File: config.mk
export PLATFORM = sky130hd
export DESIGN_NAME = alu_sequencer
export DESIGN_NICKNAME = d
export VERILOG_FILES = /design/src/rtl/alu_sequencer.sv
export SDC_FILE = /design/constraint.sdc
export NUM_CORES = 1
export LEC_CHECK = 0
export CELL_PAD_IN_SITES_DETAIL_PLACEMENT = 1
export CELL_PAD_IN_SITES_GLOBAL_PLACEMENT = 1
export CORE_UTILIZATION = 40
export DETAILED_ROUTE_END_ITERATION = 7
export PLACE_DENSITY_LB_ADDON = 0.1
export RECOVER_POWER = 25
export SLEW_MARGIN = 30
export SYNTH_ARGS = -nofsm -noshare
export SYNTH_HDL_FRONTEND = slang
export SYNTH_SLANG_ARGS = --single-unit
File: constraint.sdc
create_clock -name clk -period 4.4 [get_ports clk]
set_input_delay 0.88 -clock clk [delete_from_list [all_inputs] [get_ports clk]]
set_output_delay 0.88 -clock clk [all_outputs]
set_load 0.005 [all_outputs]
File: src/rtl/alu_sequencer.sv
// alu_sequencer: issue/retire control stage in front of an 8-bit ALU.
// Holds a 4x8 register file and NCZ flags, one instruction per two cycles.
module alu_sequencer #(
  parameter int DATA_W  = 8,
  parameter int INSTR_W = 20
) (
  input  logic               clk,
  input  logic               rst,
  input  logic               in_valid,
  output logic               in_ready,
  input  logic [INSTR_W-1:0] in_instr,
  output logic [DATA_W-1:0]  alu_opcode,
  output logic [DATA_W-1:0]  alu_a,
  output logic [DATA_W-1:0]  alu_b,
  input  logic [DATA_W-1:0]  alu_result,
  input  logic               alu_zero,
  input  logic               alu_carry,
  input  logic               alu_negative,
  output logic               done,
  output logic [2:0]         flags,
  output logic               err,
  input  logic [1:0]         dbg_sel,
  output logic [DATA_W-1:0]  dbg_data
);

  localparam logic [0:0] IDLE = 1'b0;
  localparam logic [0:0] EXEC = 1'b1;

  logic [0:0]        state;
  logic [3:0]        op_q;
  logic [1:0]        rd_q;
  logic [DATA_W-1:0] imm_q;
  logic [DATA_W-1:0] rf [4];

  logic [3:0]        in_op;
  logic              in_isel;
  logic [1:0]        in_rd;
  logic [1:0]        in_rs;
  logic [DATA_W-1:0] in_imm;
  logic              unused_rsvd;

  assign in_op       = in_instr[19:16];
  assign in_isel     = in_instr[15];
  assign in_rd       = in_instr[14:13];
  assign in_rs       = in_instr[12:11];
  assign in_imm      = in_instr[7:0];
  assign unused_rsvd = ^in_instr[10:8];

  logic accept;
  assign in_ready = (state == IDLE);
  assign accept   = in_ready && in_valid;

  logic cls_alu;
  logic cls_ldi;
  logic cls_nop;
  logic cls_ill;

  assign cls_alu = (op_q[3] == 1'b0);
  assign cls_ldi = (op_q == 4'h8);
  assign cls_nop = (op_q == 4'h9);
  assign cls_ill = (op_q >= 4'hA);

  logic              wr_rf;
  logic              wr_flags;
  logic              set_err;
  logic [DATA_W-1:0] wr_data;

  always_comb begin
    wr_rf    = 1'b0;
    wr_flags = 1'b0;
    set_err  = 1'b0;
    wr_data  = alu_result;
    unique case (1'b1)
      cls_alu: begin
        wr_rf    = 1'b1;
        wr_flags = 1'b1;
      end
      cls_ldi: begin
        wr_rf   = 1'b1;
        wr_data = imm_q;
      end
      cls_nop: begin
        wr_rf = 1'b0;
      end
      cls_ill: begin
        set_err = 1'b1;
      end
      default: begin
        set_err = 1'b1;
      end
    endcase
  end

  // Operands are sampled from rf at accept, so rd == rs reads the old value.
  always_ff @(posedge clk or posedge rst) begin
    if (rst) begin
      state      <= IDLE;
      op_q       <= '0;
      rd_q       <= '0;
      imm_q      <= '0;
      alu_opcode <= '0;
      alu_a      <= '0;
      alu_b      <= '0;
      done       <= 1'b0;
      flags      <= 3'b000;
      err        <= 1'b0;
      for (int i = 0; i < 4; i++) begin
        rf[i] <= '0;
      end
    end else begin
      done <= 1'b0;
      case (state)
        IDLE: begin
          if (accept) begin
            state      <= EXEC;
            op_q       <= in_op;
            rd_q       <= in_rd;
            imm_q      <= in_imm;
            alu_opcode <= {{(DATA_W-4){1'b0}}, in_op};
            alu_a      <= rf[in_rd];
            alu_b      <= in_isel ? in_imm : rf[in_rs];
          end
        end
        EXEC: begin
          state <= IDLE;
          done  <= 1'b1;
          if (wr_rf) begin
            rf[rd_q] <= wr_data;
          end
          if (wr_flags) begin
            flags <= {alu_negative, alu_carry, alu_zero};
          end
          if (set_err) begin
            err <= 1'b1;
          end
        end
        default: begin
          state <= IDLE;
        end
      endcase
    end
  end

  assign dbg_data = rf[dbg_sel];

endmodule
; After elaboration in Yosys (flattened, before gate mapping)
; Cells that the tools add are included.
[word_totals]
regBits = 68
word_cells = 53
[classes]
n_lt_le_gt_ge = 5
n_eq_ne = 2
mux = 18
bitwise = 7
n_reduce_logical = 8
[op_table]
columns = op, n
row1 = two-way mux 8 bit, 9
row2 = binary-select mux 8 bit (select 2 bit), 3
row3 = bitwise mux 32 bit, 1
row4 = demux 8 bit (select 2 bit), 1
row5 = greater-or-equal comparator 3 bit (second input constant), 4
row6 = NOT 2 -> 3 bit, 4
row7 = equality test 4 bit (second input constant), 2
row8 = AND reduction 2 bit, 4
row9 = < comparator 3 x 1 -> 1 bit (second input constant), 1
row10 = two-way mux 1 bit, 3
row11 = NOT 1 bit, 3
row12 = OR reduction 3 bit, 1
row13 = logical AND 1 bit, 2
row14 = case mux 1 bit (2 select lines), 1
row15 = OR reduction 2 bit, 1

; Depth between registers and ports, before layout
; Gate-level depths: netlist of run 1.
[logic_depth]
depth_word = 6
mapped_depth = 5

; Least setup slack after synthesis of run 1
; No wires, ideal clock.
[synth_timing]
path_type = input -> output
from = input dbg_sel[0]
to = output dbg_data[0]
arrival_ns = 1.640
required_time_ns = 3.520
setup_slack_ns = 1.880
stages = 2
path_cell_list = buf_2 mux4_2
[synth_between]
elab_chain_cells = 4
[synth_rtl]
columns = element, line_no
row1 = "start, declared", 22  ; input logic [1:0] dbg_sel,
row2 = NOT 2 -> 3 bit (implied by the code), 144  ; assign dbg_data = rf[dbg_sel];
row3 = binary-select mux 8 bit (select 2 bit), 144
row4 = two-way mux 8 bit (implied by the code) (2 in a row), 144
row5 = "end, declared", 23  ; output logic [DATA_W-1:0] dbg_data
; No other way between the ends. The select of a mux whose other input is x is not followed.

; Worst setup path in the final report of run 1
[layout_timing]
from = input in_valid
to = register alu_a[7]
[layout_between]
elab_chain_cells = 2
[layout_rtl]
columns = element, line_no
row1 = "start, declared", 9  ; input logic in_valid,
row2 = logical AND 1 bit, 51  ; assign accept = in_ready && in_valid;
row3 = AND reduction 2 bit (no source line), -
row4 = "end signal, assigned", 120  ; alu_a <= rf[in_rd];
row5 = "end, declared", 13  ; output logic [DATA_W-1:0] alu_a,
; No other way between the ends.
; A chain may end at the register's enable or synchronous reset.

==> results of run 1 <==
-- layer usage --
metal | global-route usage | vias to the layer above
met5 | 0 | -
met4 | 0.0603 | 0
met2 | 0.342 | 48
li1 | - | 975
met3 | 0.0534 | 6
met1 | 0.264 | 1157
-- report_power, final --
part           leakage [nW]  internal, W  switching, W
clock                 0.112     0.000323      0.000235
combinational         0.800     0.000574      0.000244
sequential            0.804     0.000854      0.000191
total                  1.72      0.00175      0.000670
-- cells in the mapped netlist --
master,instances
a21oi_1,8
a222oi_1,8
buf_1,5
buf_2,3
buf_4,4
clkbuf_1,4
conb_1,1
dfrtp_1,68
inv_1,2
mux2_2,81
mux4_2,16
nand2_1,1
nand2b_1,1
nor2_1,10
nor2b_1,2
nor3_4,1
nor3b_4,1
nor4_4,1
nor4b_4,2
o211ai_1,1
o31a_4,1
-- layout make-up --
type / count / area [sq um]
clock buffer: 13 / 179
clock inverter: 3 / 42.5
fill: 798 / 3840
inverter: 2 / 7.51
multi-input combinational: 138 / 1600
sequential: 68 / 1700
tap: 105 / 131
timing repair buffer: 69 / 677
-- sequential cells by signal, summed over array words and instances, names as in the netlist --
register    count
flags           3
alu_b           8
rf             32
rd_q            2
done            1
alu_a           8
alu_opcode      4
imm_q           8
state           1
err             1
-- per-stage QoR --
stage          hold WS [ps]  area (sq um)
2_1_floorplan           414          3380
3_3_place_gp            456          4130
5_1_grt                 506          4340
3_5_place_dp            468          4130
4_1_cts                 487          4350
6_report                497          4340
-- how the worst max path moves through the flow --
stage               startpoint                   end  cells after the start
floorplan                  rst  alu_a[0]$_DFFE_PP0P_                      1
global placement    dbg_sel[1]           dbg_data[1]                      3
detailed placement  dbg_sel[0]           dbg_data[1]                      4
CTS                 dbg_sel[0]           dbg_data[1]                      4
global route          in_valid  alu_a[7]$_DFFE_PP0P_                      4
finish                in_valid  alu_a[7]$_DFFE_PP0P_                      4
-- cells by family (layout without fill, tap and decap cells) --
kind of cell    count (synthesis)  count (layout)  share of synthesized area
compound gates                 18              18                     0.0430
mux                            97              97                      0.377
simple gates                   19              19                     0.0486
flops                          68              68                      0.504
buf+inv                        18              87                     0.0256
other cells                     1               4                    0.00111
==> impl_metrics.env, run 1 <==
export IMPL_ys_ff_latch=68
export IMPL_wl_met3_um=283
export IMPL_cp_max_fo=26
export IMPL_arrival_ps=3810
export IMPL_reg2reg_slack_ps=1450
export IMPL_firstDrtPassIters=4
export IMPL_layout_commonest_cell="mux2_2"
export IMPL_place_congestion=0.738
export IMPL_fmax_mhz=280
export IMPL_peakVddDrop_v=0.000263
export IMPL_num_vias=2186
export IMPL_grt_pass1_wl_um=13000
export IMPL_viasPerCell=5.49
export IMPL_grt_total_usage=0.206
export IMPL_synth_top_area_cell="dfrtp_1"
export IMPL_reg2regPathDepth=3
export IMPL_top_layer_used="met4"
export IMPL_port_buffers=66
export IMPL_clock_latency_ps=350
export IMPL_min_from="err$_DFFE_PP0P_"
export IMPL_whs_path_depth=1
export IMPL_yosys_area_top_type_share=0.504
export IMPL_required_ps=4640
export IMPL_clkTransAtPathRegs_ps=80
export IMPL_synthCells=221
export IMPL_dp_hpwl_um=5470
export IMPL_grt_max_degree=53
export IMPL_final_cells=398
export IMPL_rsz0062_at_grt="false"
export IMPL_slew_viol_final=0
export IMPL_status="complete, no violations"
export IMPL_ys_types=21
export IMPL_cts_root_buffer="clkbuf_8"
export IMPL_yosysSeqAreaShare=0.504
export IMPL_max_stage_delay_ps=1090
export IMPL_cts_num_sinks=68
export IMPL_route_met2_wl_um=4210
export IMPL_final_cell_mix="mux2_2 (81), dfrtp_1 (68), clkdlybuf4s50_1 (64)"
export IMPL_syn_area_per_cell_sq_um=15.3
export IMPL_wirelength_um=8210
export IMPL_die_area_sq_um=8800
export IMPL_place_inst=382
export IMPL_crit_chain="dlygate4sd3_1, nor2b_1, clkbuf_1, mux2_2"
export IMPL_slew_headroom=0.0673
export IMPL_min_to="err$_DFFE_PP0P_"
export IMPL_startpoint_type="input pin"
export IMPL_hold_buffers=0
export IMPL_dp_slack_ps=940
export IMPL_cap_violations=0
export IMPL_yosys_warnings=0
export IMPL_syn_to_final_growth_pct=28.5
export IMPL_min_period_ps=3580
export IMPL_ios=74
export IMPL_antenna_found_initial=0
export IMPL_nNetsFinal=324
export IMPL_syn_cell_area_sq_um=3370
export IMPL_n_antenna_cell=0
export IMPL_wl_per_cell_um=20.6
export IMPL_postRouteAntennaNets=0
export IMPL_drive_gt1_frac=0.413
export IMPL_crit_family="buffers and inverters"
export IMPL_worst_setup_path_type="input pin to flip-flop"
export IMPL_r2r_end="alu_a[7]$_DFFE_PP0P_"
export IMPL_p_total_w=0.00242
export IMPL_tightest_slew_ps=1400
export IMPL_hold_viol=0
export IMPL_cts_tree="built"
export IMPL_grt_overflow=0
export IMPL_hold_path_class="flip-flop to flip-flop"
export IMPL_synth_area_top_cells="dfrtp_1 (50%), mux2_2 (27%), mux4_2 (11%), a222oi_1 (2.4%), nor4b_4 (1.4%)"
export IMPL_clockBufferDepth=2
export IMPL_post_cts_resized=0
export IMPL_start_util=0.413
export IMPL_rr_startpoint="state$_DFF_PP0_"
export IMPL_route_detailed_drc=0
export IMPL_cts_htree_levels=3
export IMPL_post_cts_setup_buffers=0
export IMPL_p_leak_nw=1.72
export IMPL_layout_setup_ws_ps=824
export IMPL_grt_pass1_vias=2356
export IMPL_cpMaxStageDelayCell="clkbuf_1"
export IMPL_powerDensity_nw_per_um2=558
export IMPL_path_buf_inv=2
export IMPL_cp_end_kind="flip-flop"
export IMPL_post_route_period_util=0.813
export IMPL_drtIter0Drc=104
export IMPL_tns_ps=0
export IMPL_die_h_um=93.8
export IMPL_post_route_util=0.530
export IMPL_core_sq_um=8180
export IMPL_setup_viol=0
export IMPL_cts_inserted_buffers=9
export IMPL_finClkSkew_ps=11.9
export IMPL_rows=33
export IMPL_chipWidth_um=93.8
export IMPL_drt_met1_wl_um=3640
(Power assumes the default switching activity.)
==> run 2: changes to the inputs <==
==> constraint.sdc (replaced) <==
create_clock -name clk -period 3.3 [get_ports clk]
set_input_delay 0.66 -clock clk [delete_from_list [all_inputs] [get_ports clk]]
set_output_delay 0.66 -clock clk [all_outputs]
set_load 0.005 [all_outputs]
==> run 2 against run 1 <==
- via count barely moved
- total power rose by 28%
- cell count increased by 1.0%
- die area unchanged
- hold slack better by 8.4 ps
- utilization about the same
- first-iteration DRC count fell by 22%
- clock skew is 5.2 ps lower
- critical path type is now input pin to output pin
- largest power group unchanged
==> impl_metrics.env, run 2 (same netlist as run 1, synthesis figures left out) <==
export IMPL_tightest_slew_ps=1220
export IMPL_required_ps=2640
export IMPL_fillers=826
export IMPL_largest_reg_flops=32
export IMPL_cap_violations=0
export IMPL_route_met2_wl_um=4100
export IMPL_p_int_w=0.00222
export IMPL_postRouteAntennaNets=0
export IMPL_rows=33
export IMPL_post_cts_setup_buffers=0
export IMPL_slew_headroom=0.185
export IMPL_final_cells=402
export IMPL_rsz0062_at_grt="false"
export IMPL_start_util=0.413
export IMPL_largest_register="rf"
export IMPL_worst_setup_path_type="input pin to output pin"
export IMPL_startpoint_type="input pin"
export IMPL_max_stage_delay_ps=520
export IMPL_drtIter0Drc=81
export IMPL_viasPerCell=5.44
export IMPL_grt_total_usage=0.205
export IMPL_nNetsFinal=329
export IMPL_cp_common_cell="clkdlybuf4s50_1"
export IMPL_firstDrtPassIters=4
export IMPL_clkTransAtPathRegs_ps=70
export IMPL_setup_viol=0
export IMPL_dp_hpwl_um=5580
export IMPL_slew_viol_final=0
export IMPL_drive_gt1_frac=0.414
export IMPL_cts_num_sinks=68
export IMPL_hold_buffers=0
export IMPL_ios=74
export IMPL_route_detailed_drc=0
export IMPL_cts_htree_levels=3
export IMPL_wirelength_um=8170
export IMPL_status="complete, no violations"
export IMPL_crit_family="buffers and inverters"
export IMPL_cpMaxStageDelayCell="clkdlybuf4s50_1"
export IMPL_final_cell_area_sq_um=4340
export IMPL_num_vias=2187
export IMPL_cp_max_fo=8
export IMPL_grt_max_degree=40
export IMPL_powerDensity_nw_per_um2=716
export IMPL_die_h_um=93.8
export IMPL_chipWidth_um=93.8
export IMPL_hold_path_class="flip-flop to flip-flop"
export IMPL_hold_viol=0
export IMPL_place_inst=387
export IMPL_p_leak_nw=1.72
export IMPL_switching_share=0.286
export IMPL_n_antenna_cell=0
export IMPL_die_area_sq_um=8800
export IMPL_cp_end_kind="output pin"
export IMPL_layout_commonest_cell="mux2_2"
export IMPL_clockBufferDepth=2
export IMPL_grt_overflow=0
export IMPL_grt_pass1_vias=2367
export IMPL_wl_met3_um=226
export IMPL_core_sq_um=8180
export IMPL_crit_chain="clkdlybuf4s50_1, buf_12, mux4_2, clkdlybuf4s50_1"
export IMPL_clock_latency_ps=350
export IMPL_placed_cell_area_sq_um=4180
export IMPL_peakVddDrop_v=0.000311
export IMPL_wl_per_cell_um=20.3
export IMPL_cts_root_buffer="clkbuf_8"
export IMPL_pwr_share_clk=0.199
export IMPL_port_buffers=66
export IMPL_place_congestion=0.732
export IMPL_post_cts_resized=0
export IMPL_finClkSkew_ps=6.64
export IMPL_arrival_ps=2330
export IMPL_seqPwrFrac=0.449
export IMPL_final_cell_mix="mux2_2 (81), dfrtp_1 (68), clkdlybuf4s50_1 (65)"
export IMPL_cts_inserted_buffers=9
export IMPL_antenna_found_initial=0
export IMPL_pwr_share_comb=0.352
export IMPL_cts_tree="built"
export IMPL_path_buf_inv=3
export IMPL_top_layer_used="met4"
export IMPL_grt_pass1_wl_um=12900
export IMPL_syn_to_final_growth_pct=28.6
export IMPL_tns_ps=0
export IMPL_p_sw_w=0.000889
export IMPL_fmax_mhz=334
export IMPL_post_route_period_util=0.907
export IMPL_min_period_ps=2990
export IMPL_drt_met1_wl_um=3640
==> run 2: cell count changes in the layout (fill, tap and decap cells not counted) <==
cell	change
buf_4	+3
clkbuf_1	+3
clkbuf_8	-2
buf_12	+1
bufinv_16	-1
clkdlybuf4s50_1	+1
clkinv_2	+1
clkinvlp_4	-1
dlygate4sd3_1	-1
nor2b_1	-1
nor2b_4	+1
==> run 2: area by class of cell <==
cell class / instances / area [sq um] / share of cell area
tap: 105 / 131 / 0.0303
inverter: 2 / 7.51 / 0.00173
timing repair buffer: 74 / 723 / 0.167
multi-input combinational: 138 / 1600 / 0.370
sequential: 68 / 1700 / 0.392
clock inverter: 2 / 10.0 / 0.00231
clock buffer: 13 / 159 / 0.0366
==> run 2: worst paths after layout <==
path / from / slack (ps) / to / cells past startpoint
worst max register to register: alu_opcode[1]$_DFFE_PP0P_ / 1170 / rf[18]$_DFFE_PP0P_ / 3
max in group asynchronous: rst / 660 / rf[28]$_DFFE_PP0P_ / 3
min in group asynchronous: rst / 990 / imm_q[6]$_DFFE_PP0P_ / 2
worst max-delay path: dbg_sel[0] / 310 / dbg_data[1] / 4
worst min register to register: err$_DFFE_PP0P_ / 510 / err$_DFFE_PP0P_ / 1
worst min-delay path: err$_DFFE_PP0P_ / 510 / err$_DFFE_PP0P_ / 1
==> run 2: power by group through the flow <==
stage               Clock, W  Sequential (W)  Combinational [W]
floorplan                  0         0.00134           0.000665
global placement           0         0.00139            0.00108
detailed placement         0         0.00141            0.00110
CTS                 0.000637         0.00139            0.00111
global route        0.000661         0.00145            0.00118
finish              0.000617         0.00139            0.00109
==> run 2: layer usage <==
metal | vias to the layer above | track usage
met5 | - | 0
met4 | 0 | 0.105
met3 | 16 | 0.0275
met2 | 46 | 0.331
met1 | 1143 | 0.270
li1 | 982 | -
==> run 2: through the flow <==
step | hold WS, ps | worst slack [ps] | power, W | utilization
global placement | 471 | 328 | 0.00247 | 0.511
floorplan | 414 | 928 | 0.00201 | -
CTS | 506 | 301 | 0.00314 | 0.532
detailed placement | 485 | 323 | 0.00251 | 0.511
finish | 505 | 307 | 0.00311 | 0.530
global route | 513 | 175 | 0.00329 | 0.530
==> run 3: changes to the inputs <==
--- a/config.mk
+++ b/config.mk
@@ -10,7 +10,7 @@
 export CORE_UTILIZATION = 40
 export DETAILED_ROUTE_END_ITERATION = 7
 export PLACE_DENSITY_LB_ADDON = 0.1
-export RECOVER_POWER = 25
+export RECOVER_POWER = 50
 export SLEW_MARGIN = 30
 export SYNTH_ARGS = -nofsm -noshare
 export SYNTH_HDL_FRONTEND = slang
==> run 3 against run 2 <==
- register-to-register slack about the same
- die area is the same
- hold slack worse by 1.5 ps
- count of clock-buffer cells in the layout unchanged
- setup slack is essentially flat
- sequential cell count is the same
- critical path depth unchanged
- combinational power about the same
- global-route usage did not move
- critical path type unchanged
==> impl_metrics.env, run 3 (same netlist as run 1, synthesis figures left out) <==
export IMPL_n_antenna_cell=0
export IMPL_wirelength_um=8150
export IMPL_powerDensity_nw_per_um2=712
export IMPL_largest_reg_flops=32
export IMPL_die_h_um=93.8
export IMPL_grt_pass1_vias=2367
export IMPL_place_congestion=0.732
export IMPL_cts_root_buffer="clkbuf_8"
export IMPL_setup_viol=0
export IMPL_placed_cell_area_sq_um=4180
export IMPL_cp_end_kind="output pin"
export IMPL_fmax_mhz=334
export IMPL_clockBufferDepth=2
export IMPL_dp_hpwl_um=5580
export IMPL_hold_viol=0
export IMPL_arrival_ps=2330
export IMPL_rows=33
export IMPL_antenna_found_initial=0
export IMPL_slew_viol_final=0
export IMPL_wl_met3_um=297
export IMPL_hold_path_class="flip-flop to flip-flop"
export IMPL_post_cts_setup_buffers=0
export IMPL_fillers=826
export IMPL_finClkSkew_ps=7.04
export IMPL_grt_max_degree=40
export IMPL_drive_gt1_frac=0.414
export IMPL_cts_num_sinks=68
export IMPL_slew_headroom=0.186
export IMPL_rsz0062_at_grt="false"
export IMPL_hold_buffers=0
export IMPL_rr_startpoint="alu_opcode[1]$_DFFE_PP0P_"
export IMPL_ios=74
export IMPL_peakVddDrop_v=0.000310
export IMPL_clkTransAtPathRegs_ps=70
export IMPL_largest_register="rf"
export IMPL_cts_inserted_buffers=9
export IMPL_wl_per_cell_um=20.3
export IMPL_drt_met1_wl_um=3560
export IMPL_nNetsFinal=329
export IMPL_cap_violations=0
export IMPL_num_vias=2199
export IMPL_final_cell_area_sq_um=4340
export IMPL_reg2regPathDepth=3
export IMPL_grt_total_usage=0.205
export IMPL_core_sq_um=8180
export IMPL_die_area_sq_um=8800
export IMPL_worstSetupStartpoint="dbg_sel[0]"
export IMPL_p_leak_nw=1.73
export IMPL_grt_pass1_wl_um=12900
export IMPL_cts_tree="built"
export IMPL_cp_max_fo=8
export IMPL_start_util=0.413
export IMPL_min_period_ps=2990
export IMPL_route_detailed_drc=0
export IMPL_post_cts_resized=0
export IMPL_firstDrtPassIters=4
export IMPL_tightest_slew_ps=1220
export IMPL_postRouteAntennaNets=0
export IMPL_viasPerCell=5.47
export IMPL_layout_commonest_cell="mux2_2"
export IMPL_tns_ps=0
export IMPL_drtIter0Drc=82
export IMPL_port_buffers=66
export IMPL_startpoint_type="input pin"
export IMPL_status="complete, no violations"
export IMPL_whs_path_depth=1
export IMPL_top_layer_used="met4"
export IMPL_cts_htree_levels=3
export IMPL_clock_latency_ps=350
export IMPL_chipWidth_um=93.8
export IMPL_worst_setup_path_type="input pin to output pin"
export IMPL_final_cell_mix="mux2_2 (81), dfrtp_1 (68), clkdlybuf4s50_1 (54)"
export IMPL_required_ps=2640
export IMPL_post_route_period_util=0.907
export IMPL_route_met2_wl_um=4090
export IMPL_min_from="alu_a[3]$_DFFE_PP0P_"
export IMPL_syn_to_final_growth_pct=28.6
export IMPL_grt_overflow=0
[run 3: path summary, 6_finish.rpt]
check	end	slack (ps)
max in group asynchronous	rf[28]$_DFFE_PP0P_	660
setup reg to reg	rf[18]$_DFFE_PP0P_	1180
hold reg to reg	alu_a[3]$_DFFE_PP0P_	500
hold / removal	alu_a[3]$_DFFE_PP0P_	500
min in group asynchronous	imm_q[6]$_DFFE_PP0P_	990
setup / recovery	dbg_data[1]	310
[run 3: area by class of cell]
type                    instances  area (sq um)  area share
repair buffers                 74           723       0.167
inverters                       2          7.51     0.00173
clock inverters                 2          10.0     0.00231
clock buffers                  13           159      0.0366
multi-input cells             138          1600       0.370
flip-flops and latches         68          1700       0.392
well taps                     105           131      0.0303
[run 3: layer usage]
| metal | track usage | up-vias |
|---|---|---|
| li1 | - | 984 |
| met1 | 0.270 | 1145 |
| met2 | 0.331 | 52 |
| met3 | 0.0275 | 18 |
| met4 | 0.105 | 0 |
| met5 | 0 | - |
[run 3: through the flow]
| stage | setup WS [ps] | power [W] | utilization | cells | hold WS [ps] |
|---|---|---|---|---|---|
| floorplan | 928 | 0.00201 | - | 224 | 414 |
| global placement | 328 | 0.00247 | 0.511 | 387 | 471 |
| detailed placement | 323 | 0.00251 | 0.511 | 387 | 485 |
| CTS | 301 | 0.00314 | 0.532 | 402 | 506 |
| global route | 175 | 0.00327 | 0.530 | 402 | 513 |
| finish | 307 | 0.00309 | 0.530 | 402 | 504 |
[run 3: worst max-delay path: stages]
cell             delay [ps]
clkdlybuf4s50_1         520
buf_12                  160
mux4_2                  520
clkdlybuf4s50_1         470
[run 3: power by group]
| group | switching (W) | internal [W] | leakage (nW) |
|---|---|---|---|
| clock network | 0.000310 | 0.000308 | 0.0893 |
| registers | 0.000253 | 0.00114 | 0.804 |
| logic | 0.000323 | 0.000753 | 0.837 |
